File: config.mk
export PLATFORM = sky130hd
export DESIGN_NAME = inv_mod_761_flat
export DESIGN_NICKNAME = d
export VERILOG_FILES = /design/src/rtl/inv_mod_761_if.sv /design/src/rtl/inv_mod_761.sv /design/src/flat_wrapper.sv
export SDC_FILE = /design/constraint.sdc
export NUM_CORES = 1
export LEC_CHECK = 0
export ABC_AREA = 1
export BUFFER_PORTS_ARGS = -buffer_cell sky130_fd_sc_hd__buf_2
export CAP_MARGIN = 0
export CORE_ASPECT_RATIO = 1.75
export CORE_MARGIN = 8
export CORE_UTILIZATION = 45
export CTS_CLUSTER_SIZE = 28
export DETAILED_ROUTE_END_ITERATION = 8
export PLACE_DENSITY_LB_ADDON = 0.1
export SLEW_MARGIN = 10
export SYNTH_ARGS = -nofsm -noshare
export SYNTH_HDL_FRONTEND = slang
export SYNTH_SLANG_ARGS = --single-unit
File: constraint.sdc
create_clock -name clk -period 41 [get_ports clk]
set_input_delay 0 -clock clk [delete_from_list [all_inputs] [get_ports clk]]
set_output_delay 0 -clock clk [all_outputs]
set_load 0.02 [all_outputs]
File: src/rtl/inv_mod_761_if.sv
// inv_mod_761_if: operand/result handshake bundle for the mod-761 inverter.
//   in_valid/in_ready/in_a     : operand channel (master drives valid/data)
//   out_valid/out_ready/out_r  : result channel (slave drives valid/data)
//   out_zero                   : operand was congruent to 0 mod 761
//   out_err                    : self-check failure (only with INV761_SELFCHECK_EN)
interface inv_mod_761_if;
  logic       in_valid;
  logic       in_ready;
  logic [9:0] in_a;
  logic       out_valid;
  logic       out_ready;
  logic [9:0] out_r;
  logic       out_zero;
`ifdef INV761_SELFCHECK_EN
  logic       out_err;
`endif

  modport master (
    output in_valid, in_a, out_ready,
    input  in_ready, out_valid, out_r, out_zero
`ifdef INV761_SELFCHECK_EN
    , input out_err
`endif
  );

  modport slave (
    input  in_valid, in_a, out_ready,
    output in_ready, out_valid, out_r, out_zero
`ifdef INV761_SELFCHECK_EN
    , output out_err
`endif
  );
endinterface

File: src/rtl/inv_mod_761.sv
// inv_mod_761: sequential inverse mod 761 as a^759 (Fermat), left-to-right
// square-and-multiply, one 20-bit Barrett reduction per cycle.
// Ports:
//   clk  : clock, rising edge
//   rst  : asynchronous active-high reset
//   bus  : inv_mod_761_if.slave (operand in, result out, out_zero[, out_err])
// Optional feature: define INV761_SELFCHECK_EN to add a CHK state that
// multiplies the result back by the operand and flags out_err if it is not 1.
//
// state | meaning
// IDLE  | waiting for operand, in_ready=1
// SQR   | acc = acc^2 mod 761
// MUL   | acc = acc*base mod 761
// CHK   | prod = acc*base mod 761 (self-check build only)
// DONE  | result presented, held until out_ready
module inv_mod_761 (
  input logic          clk,
  input logic          rst,
  inv_mod_761_if.slave bus
);
  localparam logic [9:0]  Q   = 10'd761;
  localparam logic [9:0]  EXP = 10'd759;
  localparam logic [30:0] MU  = 31'd1377;

`ifdef INV761_SELFCHECK_EN
  typedef enum logic [2:0] {IDLE, SQR, MUL, CHK, DONE} state_t;
  localparam state_t LAST_NEXT = CHK;
`else
  typedef enum logic [2:0] {IDLE, SQR, MUL, DONE} state_t;
  localparam state_t LAST_NEXT = DONE;
`endif

  // Barrett quotient underestimates by at most 2, so r < 3*761 fits 12 bits
  // and the true remainder survives truncation of the subtraction.
  function automatic logic [9:0] red(input logic [19:0] x);
    logic [10:0] t;
    logic [11:0] r;
    t = 11'(({11'd0, x} * MU) >> 20);
    r = 12'({1'b0, x} - ({10'd0, t} * 21'd761));
    if (r >= 12'd761) r = r - 12'd761;
    if (r >= 12'd761) r = r - 12'd761;
    return 10'(r);
  endfunction

  state_t     state_q, state_d;
  logic [9:0] acc_q, acc_d;
  logic [9:0] base_q, base_d;
  logic [3:0] idx_q, idx_d;
  logic       out_valid_q, out_valid_d;
  logic [9:0] out_r_q, out_r_d;
  logic       out_zero_q, out_zero_d;
`ifdef INV761_SELFCHECK_EN
  logic [9:0] prod_q, prod_d;
  logic       out_err_q, out_err_d;
`endif

  logic [9:0]  mul_b;
  logic [9:0]  red_r;

  // One shared multiplier: squares in SQR, multiplies by base otherwise.
  always_comb begin
    mul_b = (state_q == SQR) ? acc_q : base_q;
    red_r = red({10'd0, acc_q} * {10'd0, mul_b});
  end

  always_comb begin
    state_d     = state_q;
    acc_d       = acc_q;
    base_d      = base_q;
    idx_d       = idx_q;
    out_valid_d = out_valid_q;
    out_r_d     = out_r_q;
    out_zero_d  = out_zero_q;
`ifdef INV761_SELFCHECK_EN
    prod_d      = prod_q;
    out_err_d   = out_err_q;
`endif
    case (state_q)
      IDLE: begin
        if (bus.in_valid) begin
          base_d  = (bus.in_a >= Q) ? bus.in_a - Q : bus.in_a;
          acc_d   = 10'd1;
          idx_d   = 4'd9;
          state_d = SQR;
        end
      end
      SQR: begin
        acc_d = red_r;
        if (EXP[idx_q])         state_d = MUL;
        else if (idx_q == 4'd0) state_d = LAST_NEXT;
        else                    idx_d   = idx_q - 4'd1;
      end
      MUL: begin
        acc_d = red_r;
        if (idx_q == 4'd0) state_d = LAST_NEXT;
        else begin
          idx_d   = idx_q - 4'd1;
          state_d = SQR;
        end
      end
`ifdef INV761_SELFCHECK_EN
      CHK: begin
        prod_d  = red_r;
        state_d = DONE;
      end
`endif
      DONE: begin
        // First DONE cycle loads the result registers; later cycles wait.
        if (!out_valid_q) begin
          out_valid_d = 1'b1;
          out_r_d     = acc_q;
          out_zero_d  = (base_q == 10'd0);
`ifdef INV761_SELFCHECK_EN
          out_err_d   = (base_q != 10'd0) && (prod_q != 10'd1);
`endif
        end else if (bus.out_ready) begin
          out_valid_d = 1'b0;
          state_d     = IDLE;
        end
      end
      default: state_d = IDLE;
    endcase
  end

  always_ff @(posedge clk or posedge rst) begin
    if (rst) begin
      state_q     <= IDLE;
      acc_q       <= 10'd1;
      base_q      <= 10'd0;
      idx_q       <= 4'd9;
      out_valid_q <= 1'b0;
      out_r_q     <= 10'd0;
      out_zero_q  <= 1'b0;
`ifdef INV761_SELFCHECK_EN
      prod_q      <= 10'd0;
      out_err_q   <= 1'b0;
`endif
    end else begin
      state_q     <= state_d;
      acc_q       <= acc_d;
      base_q      <= base_d;
      idx_q       <= idx_d;
      out_valid_q <= out_valid_d;
      out_r_q     <= out_r_d;
      out_zero_q  <= out_zero_d;
`ifdef INV761_SELFCHECK_EN
      prod_q      <= prod_d;
      out_err_q   <= out_err_d;
`endif
    end
  end

  assign bus.in_ready  = (state_q == IDLE);
  assign bus.out_valid = out_valid_q;
  assign bus.out_r     = out_r_q;
  assign bus.out_zero  = out_zero_q;
`ifdef INV761_SELFCHECK_EN
  assign bus.out_err   = out_err_q;
`endif
endmodule

File: src/flat_wrapper.sv
// flat-port wrapper written by rule: the top's interface ports become plain ports
module inv_mod_761_flat 
  (clk, rst, bus_in_valid, bus_in_a, bus_out_ready, bus_in_ready, bus_out_valid, bus_out_r, bus_out_zero);
  inv_mod_761_if bus_i ();
  input logic clk;
  input logic rst;
  input wire logic [$bits(bus_i.in_valid)-1:0] bus_in_valid;
  input wire logic [$bits(bus_i.in_a)-1:0] bus_in_a;
  input wire logic [$bits(bus_i.out_ready)-1:0] bus_out_ready;
  output wire logic [$bits(bus_i.in_ready)-1:0] bus_in_ready;
  output wire logic [$bits(bus_i.out_valid)-1:0] bus_out_valid;
  output wire logic [$bits(bus_i.out_r)-1:0] bus_out_r;
  output wire logic [$bits(bus_i.out_zero)-1:0] bus_out_zero;
  assign bus_i.in_valid = bus_in_valid;
  assign bus_i.in_a = bus_in_a;
  assign bus_i.out_ready = bus_out_ready;
  assign bus_in_ready = bus_i.in_ready;
  assign bus_out_valid = bus_i.out_valid;
  assign bus_out_r = bus_i.out_r;
  assign bus_out_zero = bus_i.out_zero;
  inv_mod_761 u_core (.clk(clk), .rst(rst), .bus(bus_i));
endmodule
==> impl_metrics.ini, run 1 <==
[global_route]
grt_max_degree = 39
grt_pass1_wl_mm = 48.4
grt_overflow = 0
antenna_found_initial = 0
grt_use_total_pct = 20.1
grt_pass1_vias = 9797

[finish]
n_antenna_cell = 0
layout_common_cells = inv_1, nand2_1, ha_1
nets = 1851
mostFrequentLayoutCell = inv_1
utilization_pct = 48.5
syn_to_final_growth_pct = 6.35
fin_area_um2 = 11900
n_fill_cell = 2529
stdcell_count = 1808
drive_gt1_share_pct = 6.22

[synth]
yosysTopAreaCellShare_pct = 23.8
syn-num-nets = 1822
yosys_warnings = 0
synth-edff-count = 0
yosys-top-cells-area = fa_1, ha_1, inv_1
synth_top_cell_by_area = fa_1
synth_async_sr_flop_share_pct = 100
avgSynthCellArea_um2 = 7.63
syn_inst = 1466
synth_cell_types = 47
synth_area_um2 = 11200
synth_seq_cells = 38
synth_seq_area_share_pct = 8.53
synth_ff_type = dfrtp_1

[sta]
clock.fmax_mhz = 61.9
drv_slew = 0
hold_viol = 0
finalClockSkew_ns = 0.00287
min_period_ns = 16.16
final-setup-viol-count = 0
slew_headroom_pct = 37.3
setup_tns_ns = 0
tightest_slew_ns = 0.940
finalCritPeriodShare_pct = 39.4
rsz0062_at_grt = false

[setup_path]
worstPathArrival_ns = 16.35
criticalPathCategory = flip-flop to flip-flop
start_kind = flip-flop
crit_path_top_delay_cell = a21oi_1
critPathMaxFanout = 17
crit_path_end_kind = flip-flop
critPathMaxStageDelay_ns = 0.79
required_ns = 41.18

[cts]
hold_buffers = 3
clkLatencyLatePin_ns = 0.29
post_cts_resized = 0
clk_path_buf_depth = 2
clk_pin_slew_ns = 0.06
cts_inserted_buffers = 5
postCtsSetupRepairBufs = 0
root_buffer = clkbuf_16
htreeDepth = 2
cts.sinks = 38
cts_tree = yes

[drt]
vias = 9167
drc_errors = 0
wl_per_cell_um = 16.0
dr.pass1.iters = 5
drt-total-wl_mm = 29.0
routed_via_density = 5.07
detail-route-antenna-nets = 0
initialDrtViolationCount = 332

[placement]
dp.cells = 1797
port_buffers = 26
dp.final_hpwl_mm = 26.1
gp_congestion = 0.936
dpl_cell_area_um2 = 11700

[hold_path]
hp-class = input pin to flip-flop

[floorplan]
start_util_pct = 45.6
core_um2 = 24500
io_pins = 27
die_h_um = 225
die_area_um2 = 30400
rows = 76
die_x_um = 135

[status]
status = finished clean

[job]
max-cap-violations = 0
path summary, 6_finish.rpt:
path	cells past startpoint	endpoint	slack, ns	start
max	76	u_core.acc_q[3]$_DFFE_PP0P_	24.84	u_core.state_q[1]$_DFFE_PP0P_
max in group asynchronous	4	u_core.idx_q[0]$_DFFE_PP1P_	40.28	rst
max reg2reg	76	u_core.acc_q[3]$_DFFE_PP0P_	24.84	u_core.state_q[1]$_DFFE_PP0P_
min in group asynchronous	4	u_core.state_q[0]$_DFFE_PP0P_	0.37	rst
min reg2reg	2	u_core.bus.out_r[1]$_DFFE_PP0P_	0.48	u_core.bus.out_r[1]$_DFFE_PP0P_
min	3	u_core.base_q[1]$_DFFE_PP0P_	0.005	bus_in_a[1]
cells in the mapped netlist, types with 2 or more instances:
cell,n
and2_1,2
dfstp_2,3
o21bai_1,10
o21ai_0,38
nand3_1,63
a21oi_2,2
nand4_1,13
nor2_2,6
fa_1,133
nand2_2,21
o211ai_1,6
clkinv_1,2
o21ai_1,12
or2_2,6
nand3_2,3
a211oi_1,2
ha_1,209
a21o_1,5
nor3_1,9
nand2_1,266
a31oi_1,5
nor4_1,5
nand2_4,3
dfrtp_1,35
a21oi_1,60
inv_1,352
clkbuf_1,6
o31ai_1,6
xor2_1,34
nor2_1,113
a21oi_4,2
xnor2_1,13
inv_2,7
layout make-up:
| class | count | area, um^2 | area share, % |
|---|---|---|---|
| clock inverter | 3 | 68.8 | 0.578 |
| tap | 312 | 390 | 3.28 |
| multi-input combinational | 1059 | 8840 | 74.3 |
| inverter | 361 | 1360 | 11.4 |
| clock buffer | 5 | 125 | 1.05 |
| sequential | 38 | 955 | 8.02 |
| timing repair buffer | 30 | 168 | 1.41 |
per-layer routing:
metal	global-route usage [%]	share of wire, %	vias up
met5	0	0	-
met4	11.2	5.9	0
met3	0.871	2.1	78
met2	40.9	57	164
met1	19.1	35	4322
li1	-	-	4603
state kept, by name (all words and copies together) (netlist names):
| signal | flops |
|---|---|
| u_core.state_q | 2 |
| u_core.bus.out_r | 10 |
| u_core.idx_q | 4 |
| u_core.acc_q | 10 |
| u_core.bus.out_zero | 1 |
| u_core.bus.out_valid | 1 |
| u_core.base_q | 10 |
kinds of logic after synthesis:
family | share of synthesized area [%]
DFF | 8.53
xor gates and xnor gates | 3.82
adders and majority gates | 47.2
AOI/OAI and AO/OA | 8.09
buffers and inverters | 12.5
and+or+nand+nor | 19.9
through the flow:
stage | setup WS [ns] | hold WS [ns]
floorplan | 26.91 | 0.145
global placement | 24.89 | 0.148
detailed placement | 24.76 | 0.152
CTS | 24.72 | 0.00377
global route | 23.66 | 0.0254
finish | 24.84 | 0.00488
worst max-delay path: cells and delay by family (launching register included):
kind | cells | cell delay, ns
compound gates | 10 | 2.05
simple gates | 31 | 3.33
xor+xnor | 2 | 0.78
flops | 1 | 0.43
fa+ha+maj | 19 | 8.26
buf+inv | 14 | 1.19
Power of run 1 is left out: the tool's default activity adds up to more than one toggle a clock period on the data nets, which glitch-free logic cannot reach.
==> run 2, diff against run 1 <==
==> constraint.sdc (replaced) <==
create_clock -name clk -period 15.1 [get_ports clk]
set_input_delay 0 -clock clk [delete_from_list [all_inputs] [get_ports clk]]
set_output_delay 0 -clock clk [all_outputs]
set_load 0.02 [all_outputs]
==> impl_metrics.ini, run 2 (synthesized netlist as in run 1, its figures left out) <==
[finish]
layout_common_cells = inv_1, nand2_1, ha_1
fin_area_um2 = 13100
syn_to_final_growth_pct = 17.5
mostFrequentLayoutCell = inv_1
nets = 1979
stdcell_count = 1936
n_antenna_cell = 0
drive_gt1_share_pct = 16.5

[drt]
drt-total-wl_mm = 29.9
routed_via_density = 5.02
drc_errors = 0
vias = 9716
initialDrtViolationCount = 321
detail-route-antenna-nets = 0
wl_per_cell_um = 15.4
dr.pass1.iters = 5

[global_route]
grt_max_degree = 39
grt_overflow = 0
grt_pass1_vias = 10500
grt_pass1_wl_mm = 50.1
grt_use_total_pct = 20.6
antenna_found_initial = 0

[cts]
cts.sinks = 38
root_buffer = clkbuf_16
cts_inserted_buffers = 5
cts_tree = yes
clk_path_buf_depth = 2
clk_pin_slew_ns = 0.06
clkLatencyLatePin_ns = 0.29
htreeDepth = 2

[floorplan]
die_x_um = 135
start_util_pct = 45.6
io_pins = 27
rows = 76
die_h_um = 225
core_um2 = 24500
die_area_um2 = 30400

[setup_path]
worstPathArrival_ns = 14.40
crit_path_top_delay_cell = fa_1
critPathMaxStageDelay_ns = 0.55
start_kind = flip-flop
criticalPathCategory = flip-flop to flip-flop
regToRegStartpoint = u_core.state_q[1]$_DFFE_PP0P_
required_ns = 15.28
critPathMaxFanout = 10
startpoint = u_core.state_q[1]$_DFFE_PP0P_
crit_path_end_kind = flip-flop
crit_top_cell = nand2_1

[sta]
final-setup-viol-count = 0
drv_slew = 0
finalCritPeriodShare_pct = 94.2
hold_viol = 0
finalClockSkew_ns = 0.00298
slew_headroom_pct = 49.0
min_period_ns = 14.22
tightest_slew_ns = 0.757
setup_slack_ns = 0.876
setup_tns_ns = 0
clock.fmax_mhz = 70.3

[hold_path]
hp-class = input pin to flip-flop
min_from = bus_in_a[6]

[placement]
pre_cts_ws_ns = 0.0214
dp.cells = 1914
port_buffers = 26
dp.final_hpwl_mm = 27.0
gp_congestion = 0.961
dpl_cell_area_um2 = 12600

[status]
status = finished clean

[job]
max-cap-violations = 0
## run 2: cell types whose count changed in the layout (fill, tap and decap cells not counted), moves of 6 or more
cell,change
ha_1,-8
o21ai_0,-6
buf_4,+127
nor2_1,-8
a21oi_2,+7
a21oi_1,-8
ha_4,+7
## run 2: stage by stage
stage                     hold slack (ns)  util, %
final                             0.00237     53.6
after global routing               0.0310     53.6
after CTS                         0.00890     52.1
after detailed placement            0.140     51.2
after global placement              0.142     51.2
after floorplan                     0.145        -
## run 2: what timing repair did
action	CTS	global route
pin swaps	0	8
endpoints found under the hold margin	37	0
cloned	0	1
hold buffers	3	0
setup endpoints to repair	9	10
resized for setup	1	63
buffers inserted	0	10
## run 2: critical path, delay by kind of cell, from the launching register on
kind | cells | cell delay [ns]
fa+ha+maj | 20 | 7.64
xor+xnor | 1 | 0.14
simple gates | 34 | 3.24
buf+inv | 17 | 1.42
compound gates | 7 | 1.21
flops | 1 | 0.43
## run 2: worst paths after layout
| path | depth (start not counted) | to | slack [ns] |
|---|---|---|---|
| setup / recovery | 79 | u_core.acc_q[3]$_DFFE_PP0P_ | 0.88 |
| hold / removal | 4 | u_core.base_q[6]$_DFFE_PP0P_ | 0.002 |
| setup reg to reg | 79 | u_core.acc_q[3]$_DFFE_PP0P_ | 0.88 |
| hold reg to reg | 2 | u_core.bus.out_r[7]$_DFFE_PP0P_ | 0.48 |
| max in group asynchronous | 4 | u_core.acc_q[0]$_DFFE_PP1P_ | 14.37 |
| min in group asynchronous | 4 | u_core.state_q[1]$_DFFE_PP0P_ | 0.37 |
## run 2: layout make-up
class / count / area [um^2]
Clock buffer: 6 / 139
Tap cell: 312 / 390
Fill cell: 2380 / 11400
Clock inverter: 2 / 60.1
Inverter: 361 / 1360
Timing Repair Buffer: 157 / 1120
Multi-Input combinational cell: 1060 / 9120
Sequential cell: 38 / 955
## run 2: routing by layer
metal | wire, um | GRT usage (%) | vias to the layer above
li1 | - | - | 4859
met1 | 9870 | 18.5 | 4598
met2 | 17500 | 43.3 | 174
met3 | 598 | 1.01 | 85
met4 | 1880 | 11.4 | 0
met5 | 0 | 0 | -
Power of run 2 is left out for the same reason.
